`src/rtl/instruction_sequencer.sv`:
```
// Read-side controller for the firmware instruction ROM: fetches, decodes and issues
// CALC commands over valid/ready, waits for completion, and parks on HALT or a fault.
module instruction_sequencer #(
   parameter int WIDTH   = 16,
   parameter int DEPTH   = 64,
   parameter int TIMEOUT = 1024,
   localparam int AW = $clog2(DEPTH)
) (
   input  logic             clk,
   input  logic             rst,
   input  logic             start,
   output logic [AW-1:0]    imem_addr,
   input  logic [WIDTH-1:0] imem_instruction,
   output logic             cmd_valid,
   input  logic             cmd_ready,
   output logic [WIDTH-5:0] cmd_operand,
   input  logic             calc_done,
   output logic             busy,
   output logic             halted,
   output logic             error,
   output logic [1:0]       err_code,
   output logic [15:0]      retired
);
   localparam int TW = $clog2(TIMEOUT + 1);

   localparam logic [3:0] OP_NOP  = 4'h0;
   localparam logic [3:0] OP_CALC = 4'h3;
   localparam logic [3:0] OP_HALT = 4'hF;

   localparam logic [1:0] ERR_ILLEGAL = 2'b01;
   localparam logic [1:0] ERR_OVERRUN = 2'b10;
   localparam logic [1:0] ERR_TIMEOUT = 2'b11;

   typedef enum logic [2:0] {
      S_IDLE, S_FETCH, S_DECODE, S_ISSUE, S_WAIT, S_HALTED, S_ERROR
   } state_t;

   state_t           state;
   logic [AW-1:0]    pc;
   logic [WIDTH-1:0] ir;
   logic [TW-1:0]    wait_count;
   logic [3:0]       opcode;
   logic [15:0]      retired_inc;
   logic             pc_last;
   logic             retire_now;

   assign opcode      = ir[WIDTH-1:WIDTH-4];
   assign retired_inc = (retired == 16'hFFFF) ? retired : retired + 16'd1;
   assign pc_last     = (pc == AW'(DEPTH - 1));
   assign imem_addr   = pc;

   // NOP in DECODE and a completion in WAIT share the same retire-and-advance path.
   assign retire_now  = (state == S_DECODE && opcode == OP_NOP) ||
                        (state == S_WAIT && calc_done);

   always_ff @(posedge clk) begin
      if (rst) begin
         state       <= S_IDLE;
         pc          <= '0;
         ir          <= '0;
         wait_count  <= '0;
         cmd_valid   <= 1'b0;
         cmd_operand <= '0;
         busy        <= 1'b0;
         halted      <= 1'b0;
         error       <= 1'b0;
         err_code    <= 2'b00;
         retired     <= 16'd0;
      end else if (retire_now) begin
         retired <= retired_inc;
         // The PC never wraps; stepping past the last word is a fault.
         if (pc_last) begin
            error    <= 1'b1;
            err_code <= ERR_OVERRUN;
            busy     <= 1'b0;
            state    <= S_ERROR;
         end else begin
            pc    <= pc + 1'b1;
            state <= S_FETCH;
         end
      end else begin
         case (state)
            S_IDLE, S_HALTED, S_ERROR: begin
               if (start) begin
                  pc       <= '0;
                  halted   <= 1'b0;
                  error    <= 1'b0;
                  err_code <= 2'b00;
                  retired  <= 16'd0;
                  busy     <= 1'b1;
                  state    <= S_FETCH;
               end
            end
            S_FETCH: begin
               ir    <= imem_instruction;
               state <= S_DECODE;
            end
            S_DECODE: begin
               if (opcode == OP_HALT) begin
                  retired <= retired_inc;
                  halted  <= 1'b1;
                  busy    <= 1'b0;
                  state   <= S_HALTED;
               end else if (opcode == OP_CALC) begin
                  cmd_operand <= ir[WIDTH-5:0];
                  cmd_valid   <= 1'b1;
                  state       <= S_ISSUE;
               end else begin
                  error    <= 1'b1;
                  err_code <= ERR_ILLEGAL;
                  busy     <= 1'b0;
                  state    <= S_ERROR;
               end
            end
            S_ISSUE: begin
               if (cmd_ready) begin
                  cmd_valid  <= 1'b0;
                  wait_count <= '0;
                  state      <= S_WAIT;
               end
            end
            S_WAIT: begin
               if (wait_count == TW'(TIMEOUT - 1)) begin
                  error    <= 1'b1;
                  err_code <= ERR_TIMEOUT;
                  busy     <= 1'b0;
                  state    <= S_ERROR;
               end else begin
                  wait_count <= wait_count + 1'b1;
               end
            end
            default: state <= S_IDLE;
         endcase
      end
   end
endmodule

```
`config.mk`:
```
export PLATFORM = sky130hd
export DESIGN_NAME = instruction_sequencer
export DESIGN_NICKNAME = d
export VERILOG_FILES = /design/src/rtl/instruction_sequencer.sv
export SDC_FILE = /design/constraint.sdc
export NUM_CORES = 1
export LEC_CHECK = 0
export CAP_MARGIN = 10
export CELL_PAD_IN_SITES_DETAIL_PLACEMENT = 0
export CELL_PAD_IN_SITES_GLOBAL_PLACEMENT = 1
export CORE_ASPECT_RATIO = 1.75
export CORE_MARGIN = 10
export CORE_UTILIZATION = 30
export CTS_BUF_LIST = sky130_fd_sc_hd__clkbuf_16
export CTS_CLUSTER_SIZE = 40
export DETAILED_ROUTE_END_ITERATION = 8
export PLACE_DENSITY_LB_ADDON = 0.05
export SLEW_MARGIN = 5
export SYNTH_ARGS = -nofsm -noshare
export SYNTH_HDL_FRONTEND = slang
export SYNTH_SLANG_ARGS = --single-unit
```
`constraint.sdc`:
```
create_clock -name clk -period 2.4 [get_ports clk]
set_input_delay 0.48 -clock clk [delete_from_list [all_inputs] [get_ports clk]]
set_output_delay 0.48 -clock clk [all_outputs]
set_load 0.005 [all_outputs]
```
Word level (Yosys, flattened, before mapping)
Index checks and enable logic that the tools add are counted.
- flip-flop bits (word level): 70
- bits in latches: 0
- memory bits (writable): 0
- memory bits (read-only): 0
- input bits: 21
- output and inout port bits: 40
- logic and storage cells: 112
- memories kept: 0
- add/subtract/negate cells: 3
- multipliers: 0
- divide/modulo/power cells: 0
- order comparisons: 0
- equal/unequal tests: 26
- shift operators: 0
- mux-type cells: 47
- bitwise logic cells: 2
- reduce and logical (&&, ||, !) cells: 23
- operator list (operator ; count):
    16-bit two-way mux ; 4
    16-bit one-hot mux with 2 select lines ; 1
    6-bit two-way mux ; 4
    11-bit two-way mux ; 2
    11-bit one-hot mux with 2 select lines ; 1
    3-bit two-way mux ; 7
    16-bit by 1-bit adder with 16-bit output, second input constant ; 1
    16-bit == test, second input constant ; 1
    1-bit two-way mux ; 16
    3-bit one-hot mux with 5 select lines ; 1
    2-bit two-way mux ; 6
    2-bit inequality test, second input constant ; 6
    3-bit inequality test, second input constant ; 4
    4-bit AND reduction ; 3
    11-bit by 1-bit adder with 11-bit output, second input constant ; 1
    11-bit by 10-bit == test with 1-bit output, second input constant ; 1
    5-bit AND reduction ; 2
    2-bit nonzero test ; 5
    3-bit == test, second input constant ; 3
    3-bit AND reduction ; 3
    6-bit by 1-bit adder with 6-bit output, second input constant ; 1
    3-bit by 2-bit == test with 1-bit output, second input constant ; 2
    6-bit == test, second input constant ; 1
    3-bit by 2-bit inequality test with 1-bit output, second input constant ; 2
    18 further kinds ; 23

Logic depth before layout (Yosys ltp)
Gate-level depths: netlist (run 1).
- depth after elaboration: 5
- gate-level depth with buffers: 8
- mapped depth without buffers: 6

Least setup slack after synthesis (run 1)
OpenSTA, ideal clock, no wires.
- kind: input port to flip-flop
- start: input start
- end: register retired[0]
- setup time: 0.128 ns
- arrival: 1.793 ns
- required time: 2.272 ns
- slack: 0.479 ns
- cell stages on the path: 8
- path buffers: 3
- cell sequence: buf_2 -> a21boi_0 -> a311oi_1 -> o31ai_1 -> clkbuf_1 -> buf_2 -> xor2_1 -> nor2_1
- cells in the longest elaborated chain, start to end: 2
- ends and longest elaborated chain (item ; RTL line ; RTL):
    start: declaration ; 11 ; input logic start,
    3-bit inequality test (no source line) ; -- ;
    3-bit AND reduction (no source line) ; -- ;
    end signal: assignment ; 70 ; retired <= retired_inc;
    end signal: assignment ; 100 ; retired <= retired_inc;
    end: declaration ; 22 ; output logic [15:0] retired
Every way passes these cells.
A chain may end at the register's enable or synchronous reset.

Worst setup path in the final report (run 1)
- start: register state[2]
- end: register pc[5], in the netlist imem_addr[5]
- cells in the longest elaborated chain, start to end: 5
- elaborated cells on any way between the ends: 14
- classes of those cells: 5 x eq/ne; 1 x mux; 8 x reduce/logical
- ends and longest elaborated chain (item ; RTL line ; RTL):
    start: declaration ; 38 ; state_t state;
    start signal: assignment ; 58 ; state <= S_IDLE;
    start signal: assignment ; 76 ; state <= S_ERROR;
    start signal: assignment ; 79 ; state <= S_FETCH;
    3-bit by 2-bit == test with 1-bit output / 3-bit == test (equally long branches) ; 53, 54 ;
    1-bit logical AND (on tied branches) ; 53, 54 ;
    1-bit logical OR ; 53 ; assign retire_now = (state == S_DECODE && opcode == OP_NOP) ||
    2-bit inequality test (no source line) / 2-bit nonzero test (equally long branches) ; -- ;
    3-bit AND reduction (no source line) ; -- ;
    end signal: assignment ; 78 ; pc <= pc + 1'b1;
    end: declaration ; 39 ; logic [AW-1:0] pc;
Parallel ways exist; a longest one is shown, timed or not.

==> results by group, run 1 <==
Outcome
  • Status: finished clean

Clocking
  • CTS resizes: 0
  • H-tree levels: 3
  • Maximum clock insertion buffer count: 2
  • Hold-fix buffers, CTS: 0
  • Total CTS buffers: 9
  • CTS root buf: clkbuf_16
  • Number of setup buffers added after CTS: 0
  • Clock Latency Late Sink: 0.34 ns
  • # clock sinks: 70
  • CTS tree: yes
  • Clock slew at reported path FFs: 0.06 ns

Route
  • Total Routed Length: 10100 µm
  • Drt first-iter violations: 104
  • Drt first pass iters: 4
  • Avg Vias per Cell: 5.16
  • Routed Antenna Nets: 0
  • # DRC: 0
  • Via count: 3233
  • Routed len/inst: 16.1 µm

Logic synthesis
  • Distinct cell type count after synthesis: 53
  • Yosys Warn Count: 0
  • Top cell type's share of synthesized area: 42.7%
  • Top-count cell post-synth: nand2_1
  • Sequential element share of the synthesized area: 42.7%
  • Post-synth top cells: nand2_1, dfxtp_1, a21oi_1
  • Synth Cell Area: 3280 µm²
  • Post-synth EDFFs: 0
  • Number of standard cells after synthesis: 412
  • Async SR Flop Fraction: 0%
  • Synth top area cells: dfxtp_1, a21oi_1, nand2_1
  • Net Count, Synth: 436
  • Post-synth top area cell: dfxtp_1
  • Top_reg_cell synth: dfxtp_1
  • #FFs+latches synth: 70
  • Mapped Avg Cell Area: 7.97 µm²

Timing
  • Slew Limit Headroom: 57.4%
  • Slew Viols, Final: 0
  • Sum Neg Setup Slack: 0 ns
  • Fmax: 451 MHz
  • # setup viols final: 0
  • Worst Max-Slew Pin Slew: 0.640 ns
  • RSZ-0062 raised after global routing: false
  • Worst Skew: 0.00694 ns
  • Tmin final: 2.22 ns
  • Final hold viol count: 0
  • Fin crit share: 92.3%

Final layout
  • Antenna cell count: 0
  • Reg area: 1400 µm²
  • Filler cell count: 1126
  • Final #Nets: 516
  • Area of the multi-input gates: 1770 µm²
  • Share of layout cells above drive strength 1: 10.9%
  • P&R area growth vs syn: 37.1%
  • Final core utilization: 42.1%

Floorplanning
  • Die Ht: 158 µm
  • Initial Util: 30.7%
  • I/O pin cnt: 61
  • Die area: 15700 µm²
  • Width of the chip: 99.1 µm
  • Floorplan core area: 10700 µm²
  • FP Rows: 50

Power
  • Overall Power: 3.96 mW
  • Clock power frac: 35.9%
  • Int Pwr: 2.67 mW
  • NetSw: 1.29 mW
  • Power Density: 879 nW/µm²
  • Comb pwr share: 30.0%
  • Seq pwr share: 34.1%
  • Net Sw Frac: 32.6%
  • Leak Pwr: 1.55 nW
  • VDD IR max: 0.000496 V

Critical path
  • Critical path class: reg -> reg
  • Crit path max fanout: 12
  • Reg-to-reg slack, setup: 0.18 ns
  • CP Capture Type: register
  • CP Data Arrival Time: 2.49 ns
  • Worst Path Required: 2.67 ns
  • FF-to-FF path depth: 5
  • Slowest-stage cell, CP: or4b_4
  • RR Endpoint: imem_addr[5]
  • Crit path cell chain: or4b_4 > o21ai_4 > a22oi_2 > or4_1 > a21oi_1
  • Worst reg2reg path startpoint: state[2]
  • CP Launch Type: register
  • CP peak stage delay: 0.62 ns

Hold path
  • Hold WC Path Type: reg -> reg
  • Hold Path End: error
  • Hold depth: 2
  • Hold_sp: error

Global routing
  • Vias in the first global route: 3346
  • First-pass GRT wire length: 16300 µm
  • Total GRT Usage: 12.8%
  • Initial antenna violation count: 0
  • Gr ovfl total: 0
  • Maximum number of pins on one net before global-route repair: 42

Job
  • MaxCap Viol Count: 0

Placement
  • # port buffers: 60
  • Routability cong.: 0.792
  • Dpl hpwl: 7650 µm
==> power by group through the flow <==
| stage | clock network, mW | registers [mW] | logic (mW) |
|---|---|---|---|
| 6_report | 1.42 | 1.35 | 1.19 |
| 2_1_floorplan | 0 | 1.36 | 0.746 |
| 5_1_grt | 1.50 | 1.37 | 1.32 |
| 3_3_place_gp | 0 | 1.37 | 1.19 |
| 3_5_place_dp | 0 | 1.38 | 1.20 |
| 4_1_cts | 1.46 | 1.35 | 1.21 |
==> logic make-up (layout without fill, tap and decap cells) <==
logic type	Yosys count	count (layout)	share of synthesized area, %
XOR/XNOR	5	5	1.33
flip-flops	70	70	42.7
AND/OR/NAND/NOR	181	181	27.9
multiplexers	3	3	0.915
AO/OA/AOI/OAI	122	122	22.4
buffers and inverters	28	113	3.70
adder cells (fa/ha/maj)	3	3	1.14
==> critical path: cells and delay by family, from the launching register on <==
family,cells,cell delay [ns]
and+or+nand+nor,2,1.10
AOI/OAI and AO/OA,3,0.64
DFF,1,0.40
==> flip-flops by register name (all words and copies together), names as in the netlist <==
register,cells
ir,16
retired,16
cmd_operand,12
wait_count,11
imem_addr,6
state,3
err_code,2
busy,1
cmd_valid,1
error,1
halted,1
==> worst max-delay path by stage <==
stage / startpoint / end / slack (ns)
after floorplan: start / retired[0] / 0.48
after global routing: state[2] / imem_addr[5] / 0.10
final: state[2] / imem_addr[5] / 0.18
after global placement: start / retired[7] / 0.02
after CTS: state[2] / imem_addr[5] / 0.19
after detailed placement: start / retired[7] / -0.006
==> layout make-up <==
class | count | area share [%]
multi-input combinational | 314 | 39.2
sequential | 70 | 31.1
timing repair buffer | 91 | 18.5
clock buffer | 9 | 5.00
tap | 130 | 3.61
clock inverter | 7 | 2.00
inverter | 6 | 0.500
==> metrics by stage <==
step	cells	area [µm²]	hold WS, ns	setup slack, ns
floorplan	412	3280	0.432	0.479
global route	627	4500	0.470	0.101
CTS	627	4500	0.455	0.194
global placement	611	4190	0.438	0.0225
detailed placement	611	4190	0.447	-0.00569
finish	627	4500	0.449	0.184
==> metal layers <==
metal  GRT usage [%]  vias up  part of all wire, %
met5               0        -                    0
met4            7.81        0                  3.5
met3            3.69       23                  4.8
met2            24.2       67                   55
met1            11.8     1495                   36
li1                -     1648                    -
==> placed cells by master, fill, tap and decap left out, drive strengths merged, types with 4 or more instances in the layout <==
cell / count
or3: 17
o21a: 4
o21ai: 23
nand2: 80
clkdlybuf4s50: 60
nor2: 17
or4: 6
nand3: 18
a21oi: 60
o31ai: 7
clkbuf: 9
nor3: 6
and2: 4
nand2b: 5
buf: 31
dfxtp: 70
nand4: 6
nand4b: 4
a211oi: 4
and4: 4
inv: 7
xor2: 5
No activity file was read; power rests on OpenSTA's default activity.
==> run 2, diff against run 1 <==
PLACE_DENSITY = 0.7   (was default)
PLACE_DENSITY_LB_ADDON = default   (was 0.05)
==> results by group, run 2 (synthesized netlist as in run 1, its figures left out) <==
Outcome
  • Status: finished clean (unchanged)

Critical path
  • Slowest-stage cell, CP: or4b_4 (unchanged)
  • Crit path buffers/inverters: 0 (unchanged)
  • CP Launch Type: register (unchanged)
  • Worst Path Required: 2.66 ns (was 2.67 ns)
  • CP Capture Type: register (unchanged)
  • CP Data Arrival Time: 2.46 ns (was 2.49 ns)
  • Reg-to-reg slack, setup: 0.20 ns (was 0.18 ns)
  • Crit path cell chain: or4b_4 > o21ai_4 > a22oi_2 > or4_1 > a21oi_1 (unchanged)
  • Critical path class: reg -> reg (unchanged)
  • Crit path max fanout: 10 (was 12)
  • Top delay family on crit path: simple AND/OR/NAND/NOR gates (unchanged)
  • CP peak stage delay: 0.61 ns (was 0.62 ns)

Power
  • Overall Power: 4.00 mW (was 3.96 mW)
  • Power Density: 893 nW/µm² (was 879 nW/µm²)
  • Leak Pwr: 1.54 nW (was 1.55 nW)
  • VDD IR max: 0.000449 V (was 0.000496 V)

Clocking
  • Hold-fix buffers, CTS: 0 (unchanged)
  • # clock sinks: 70 (unchanged)
  • CTS resizes: 0 (unchanged)
  • Total CTS buffers: 9 (unchanged)
  • H-tree levels: 3 (unchanged)
  • Clock Latency Late Sink: 0.33 ns (was 0.34 ns)
  • CTS tree: yes (unchanged)
  • CTS root buf: clkbuf_16 (unchanged)
  • Maximum clock insertion buffer count: 2 (unchanged)
  • Clock slew at reported path FFs: 0.06 ns (about the same)
  • Number of setup buffers added after CTS: 0 (unchanged)

Timing
  • Worst hold margin: 0.452 ns (was 0.449 ns)
  • Final hold viol count: 0 (unchanged)
  • Tmin final: 2.20 ns (was 2.22 ns)
  • # setup viols final: 0 (unchanged)
  • Fin crit share: 91.7% (was 92.3%)
  • Worst Max-Slew Pin Slew: 0.620 ns (was 0.640 ns)
  • RSZ-0062 raised after global routing: false (unchanged)
  • Slew Limit Headroom: 58.7% (was 57.4%)
  • Setup ws final: 0.200 ns (was 0.184 ns)
  • Slew Viols, Final: 0 (unchanged)
  • Worst Skew: 0.00476 ns (was 0.00694 ns)
  • Fmax: 455 MHz (was 451 MHz)
  • Sum Neg Setup Slack: 0 ns (unchanged)

Final layout
  • Most frequent cells in the layout: nand2_1, dfxtp_1, a21oi_1, clkdlybuf4s50_1, buf_4 (unchanged)
  • Filler cell count: 1109 (was 1126)
  • Most common cell after layout, fill and taps aside: nand2_1 (unchanged)
  • Final #Nets: 510 (was 516)
  • Share of layout cells above drive strength 1: 9.78% (was 10.9%)
  • Largest registers: ir (16), retired (16), cmd_operand (12) (unchanged)
  • Final core utilization: 41.8% (was 42.1%)
  • Finished Cell Area: 4470 µm² (was 4500 µm²)
  • P&R area growth vs syn: 36.2% (was 37.1%)
  • Final std cells w/o fill: 621 (was 627)
  • Antenna cell count: 0 (unchanged)

Global routing
  • First-pass GRT wire length: 16100 µm (was 16300 µm)
  • Vias in the first global route: 3252 (was 3346)
  • Gr ovfl total: 0 (unchanged)
  • Initial antenna violation count: 0 (unchanged)
  • Total GRT Usage: 12.4% (was 12.8%)
  • Maximum number of pins on one net before global-route repair: 27 (was 42)

Placement
  • Placed cells: 605 (was 611)
  • # port buffers: 60 (unchanged)
  • Dpl hpwl: 7220 µm (was 7650 µm)
  • Routability cong.: 0.828 (was 0.792)
  • Placed inst area: 4140 µm² (was 4190 µm²)
  • Post-place setup slack: 0.00554 ns (was -0.00569 ns)

Route
  • Routed Antenna Nets: 0 (unchanged)
  • Avg Vias per Cell: 5.16 (about the same)
  • Drt first-iter violations: 158 (was 104)
  • Total Routed Length: 9570 µm (was 10100 µm)
  • Routed len/inst: 15.4 µm (was 16.1 µm)
  • # DRC: 0 (unchanged)
  • Drt first pass iters: 4 (unchanged)
  • Via count: 3206 (was 3233)

Floorplanning
  • Width of the chip: 99.1 µm (unchanged)
  • I/O pin cnt: 61 (unchanged)
  • FP Rows: 50 (unchanged)
  • Initial Util: 30.7% (unchanged)
  • Floorplan core area: 10700 µm² (unchanged)
  • Die area: 15700 µm² (unchanged)
  • Die Ht: 158 µm (unchanged)

Job
  • MaxCap Viol Count: 0 (unchanged)

Hold path
  • Hold WC Path Type: reg -> reg (unchanged)
==> run 2: cell types whose count changed in the layout (fill, tap and decap cells not counted) <==
cell | previous run | this run
nor3_2 | 1 | 0
clkinv_4 | 0 | 1
inv_1 | 7 | 6
buf_4 | 31 | 25
bufinv_16 | 2 | 3
clkinvlp_4 | 3 | 0
nor3_1 | 5 | 6
clkinv_2 | 0 | 2
==> run 2: per-layer routing <==
metal  vias to the layer above  share of wire, %  routed length [µm]  GRT usage (%)
li1                       1628                 -                   -              -
met1                      1500                41                3960           12.9
met2                        67                51                4910           22.5
met3                        11               5.8                 553           4.12
met4                         0               1.5                 146           4.73
met5                         -                 0                   0              0
==> run 2: area by class of cell <==
type	count	area, µm²	area share (%)
clock buffer	9	225	5.03
clock inverter	7	113	2.52
inverter	6	22.5	0.503
multi-input combinational	314	1760	39.4
sequential	70	1400	31.3
tap	130	163	3.64
timing repair buffer	85	788	17.6
==> run 2: worst paths after layout <==
kind,startpoint,to,cells after the start
setup reg to reg,state[2],imem_addr[5],5
hold / removal,cmd_operand[7],cmd_operand[7],2
setup / recovery,state[2],imem_addr[5],5
hold reg to reg,cmd_operand[7],cmd_operand[7],2
==> run 2: power by group <==
part | internal [mW] | total (mW) | leakage, nW | switching, mW
Sequential | 1.27 | 1.36 | 0.567 | 0.0862
Combinational | 0.464 | 1.12 | 0.806 | 0.659
Clock | 1.01 | 1.51 | 0.167 | 0.505
==> run 2: worst min-delay path: cells and delay by family, from the launching register on <==
family | cells | cell delay (ns)
and+or+nand+nor | 1 | 0.05
DFF | 1 | 0.30
AOI/OAI and AO/OA | 1 | 0.05
==> run 3, diff against run 2 <==
CTS_CLUSTER_SIZE = default   (was 40)
RECOVER_POWER = 25   (was default)
==> results by group, run 3 (synthesized netlist as in run 1, its figures left out) <==
Floorplanning
  • I/O pin cnt: 61 (unchanged)
  • Width of the chip: 99.1 µm (unchanged)
  • Die area: 15700 µm² (unchanged)
  • FP Rows: 50 (unchanged)
  • Die Ht: 158 µm (unchanged)
  • Initial Util: 30.7% (unchanged)
  • Floorplan core area: 10700 µm² (unchanged)

Hold path
  • Hold_sp: cmd_operand[7] (unchanged)
  • Hold WC Path Type: reg -> reg (unchanged)
  • Hold depth: 2 (unchanged)
  • Hold Path End: cmd_operand[7] (unchanged)

Final layout
  • Most frequent cells in the layout: nand2_1, dfxtp_1, a21oi_1, clkdlybuf4s50_1 (was nand2_1, dfxtp_1, a21oi_1, clkdlybuf4s50_1, buf_4)
  • Most common cell after layout, fill and taps aside: nand2_1 (unchanged)
  • Antenna cell count: 0 (unchanged)
  • Filler cell count: 1112 (was 1109)
  • Share of layout cells above drive strength 1: 9.16% (was 9.78%)
  • Final #Nets: 510 (unchanged)
  • Final std cells w/o fill: 621 (unchanged)
  • Largest registers: ir (16), retired (16), cmd_operand (12) (unchanged)
  • P&R area growth vs syn: 35.9% (was 36.2%)

Clocking
  • CTS resizes: 0 (unchanged)
  • # clock sinks: 70 (unchanged)
  • CTS tree: yes (unchanged)
  • Number of setup buffers added after CTS: 0 (unchanged)
  • Clock Latency Late Sink: 0.33 ns (about the same)
  • Clock slew at reported path FFs: 0.06 ns (about the same)
  • CTS root buf: clkbuf_16 (unchanged)
  • H-tree levels: 3 (unchanged)
  • Total CTS buffers: 9 (unchanged)
  • Maximum clock insertion buffer count: 2 (unchanged)
  • Hold-fix buffers, CTS: 0 (unchanged)

Critical path
  • Crit path max fanout: 10 (unchanged)
  • FF-to-FF path depth: 5 (unchanged)
  • Worst reg2reg path startpoint: state[2] (unchanged)
  • Critical path class: reg -> reg (unchanged)
  • Crit path cell chain: or4b_4 > o21ai_4 > a22oi_2 > or4_1 > a21oi_1 (unchanged)
  • CP Launch Type: register (unchanged)
  • CP Capture Type: register (unchanged)
  • Worst Path Required: 2.66 ns (about the same)
  • Slowest-stage cell, CP: or4b_4 (unchanged)
  • CP peak stage delay: 0.61 ns (about the same)
  • CP Data Arrival Time: 2.46 ns (about the same)
  • RR Endpoint: imem_addr[5] (unchanged)
  • Reg-to-reg slack, setup: 0.21 ns (was 0.20 ns)
  • Top delay family on crit path: simple AND/OR/NAND/NOR gates (unchanged)
  • Crit path buffers/inverters: 0 (unchanged)

Placement
  • # port buffers: 60 (unchanged)
  • Placed cells: 605 (unchanged)
  • Routability cong.: 0.828 (unchanged)
  • Dpl hpwl: 7220 µm (unchanged)

Route
  • Drt first pass iters: 4 (unchanged)
  • # DRC: 0 (unchanged)
  • Routed Antenna Nets: 0 (unchanged)
  • Avg Vias per Cell: 5.17 (was 5.16)
  • Drt first-iter violations: 143 (was 158)
  • Routed len/inst: 15.4 µm (about the same)
  • Via count: 3210 (was 3206)
  • Total Routed Length: 9560 µm (was 9570 µm)

Timing
  • Fmax: 456 MHz (was 455 MHz)
  • Final hold viol count: 0 (unchanged)
  • Sum Neg Setup Slack: 0 ns (unchanged)
  • Tmin final: 2.19 ns (was 2.20 ns)
  • Worst Max-Slew Pin Slew: 0.896 ns (was 0.620 ns)
  • RSZ-0062 raised after global routing: false (unchanged)
  • Slew Limit Headroom: 40.2% (was 58.7%)
  • Fin crit share: 91.4% (was 91.7%)
  • Worst hold margin: 0.449 ns (was 0.452 ns)
  • Worst Skew: 0.00478 ns (was 0.00476 ns)
  • Slew Viols, Final: 0 (unchanged)
  • # setup viols final: 0 (unchanged)

Global routing
  • Initial antenna violation count: 0 (unchanged)
  • Total GRT Usage: 12.4% (unchanged)
  • Vias in the first global route: 3252 (unchanged)
  • Maximum number of pins on one net before global-route repair: 27 (unchanged)
  • Gr ovfl total: 0 (unchanged)
  • First-pass GRT wire length: 16100 µm (unchanged)

Power
  • Power Density: 891 nW/µm² (was 893 nW/µm²)
  • VDD IR max: 0.000449 V (about the same)
  • Leak Pwr: 1.59 nW (was 1.54 nW)

Job
  • MaxCap Viol Count: 0 (unchanged)

Outcome
  • Status: finished clean (unchanged)
[run 3: changes by cell type in the layout (fill, tap and decap cells not counted), sizes merged]
cell,delta
clkdlybuf4s50,-18
dlygate4sd3,+18
buf,-3
clkbuf,+3
[run 3: tightest hold or removal path, delay by kind of cell (launching register included)]
family	cells	cell delay, ns
DFF	1	0.30
AOI/OAI and AO/OA	1	0.05
and+or+nand+nor	1	0.05
[run 3: worst max-delay path by stage]
stage                   from      endpoint  slack, ns  depth (start not counted)
CTS                 state[2]  imem_addr[5]       0.20                          5
floorplan              start    retired[0]       0.48                          8
finish              state[2]  imem_addr[5]       0.21                          5
global placement       start    retired[7]       0.03                          7
global route        state[2]    retired[7]       0.06                          7
detailed placement     start    retired[7]      0.006                          7
[run 3: area by class of cell]
cell class	count	area, µm²	area share (%)
Timing Repair Buffer	85	777	17.4
Clock inverter	7	113	2.52
Sequential cell	70	1400	31.4
Tap cell	130	163	3.65
Clock buffer	9	225	5.05
Multi-Input combinational cell	314	1760	39.5
Inverter	6	22.5	0.505
[run 3: stage by stage]
| step | worst slack, ns | area, µm² | power, mW | utilization (%) |
|---|---|---|---|---|
| 2_1_floorplan | 0.479 | 3280 | 2.11 | - |
| 3_3_place_gp | 0.0281 | 4140 | 2.50 | 38.7 |
| 6_report | 0.206 | 4460 | 3.98 | 41.7 |
| 4_1_cts | 0.199 | 4470 | 4.05 | 41.8 |
| 3_5_place_dp | 0.00554 | 4140 | 2.52 | 38.7 |
| 5_1_grt | 0.0591 | 4460 | 4.21 | 41.7 |
[run 3: per-layer routing]
metal / GRT usage (%) / wire length, µm / up-vias
met3: 4.12 / 556 / 11
met5: 0 / 0 / -
met4: 4.73 / 146 / 0
met2: 22.5 / 4880 / 71
met1: 12.9 / 3980 / 1502
li1: - / - / 1626
[run 3: where the power goes]
group | switching, mW | leakage (nW) | total [mW] | internal, mW
logic | 0.660 | 0.855 | 1.10 | 0.445
registers | 0.0845 | 0.567 | 1.36 | 1.27
clock network | 0.506 | 0.167 | 1.51 | 1.01
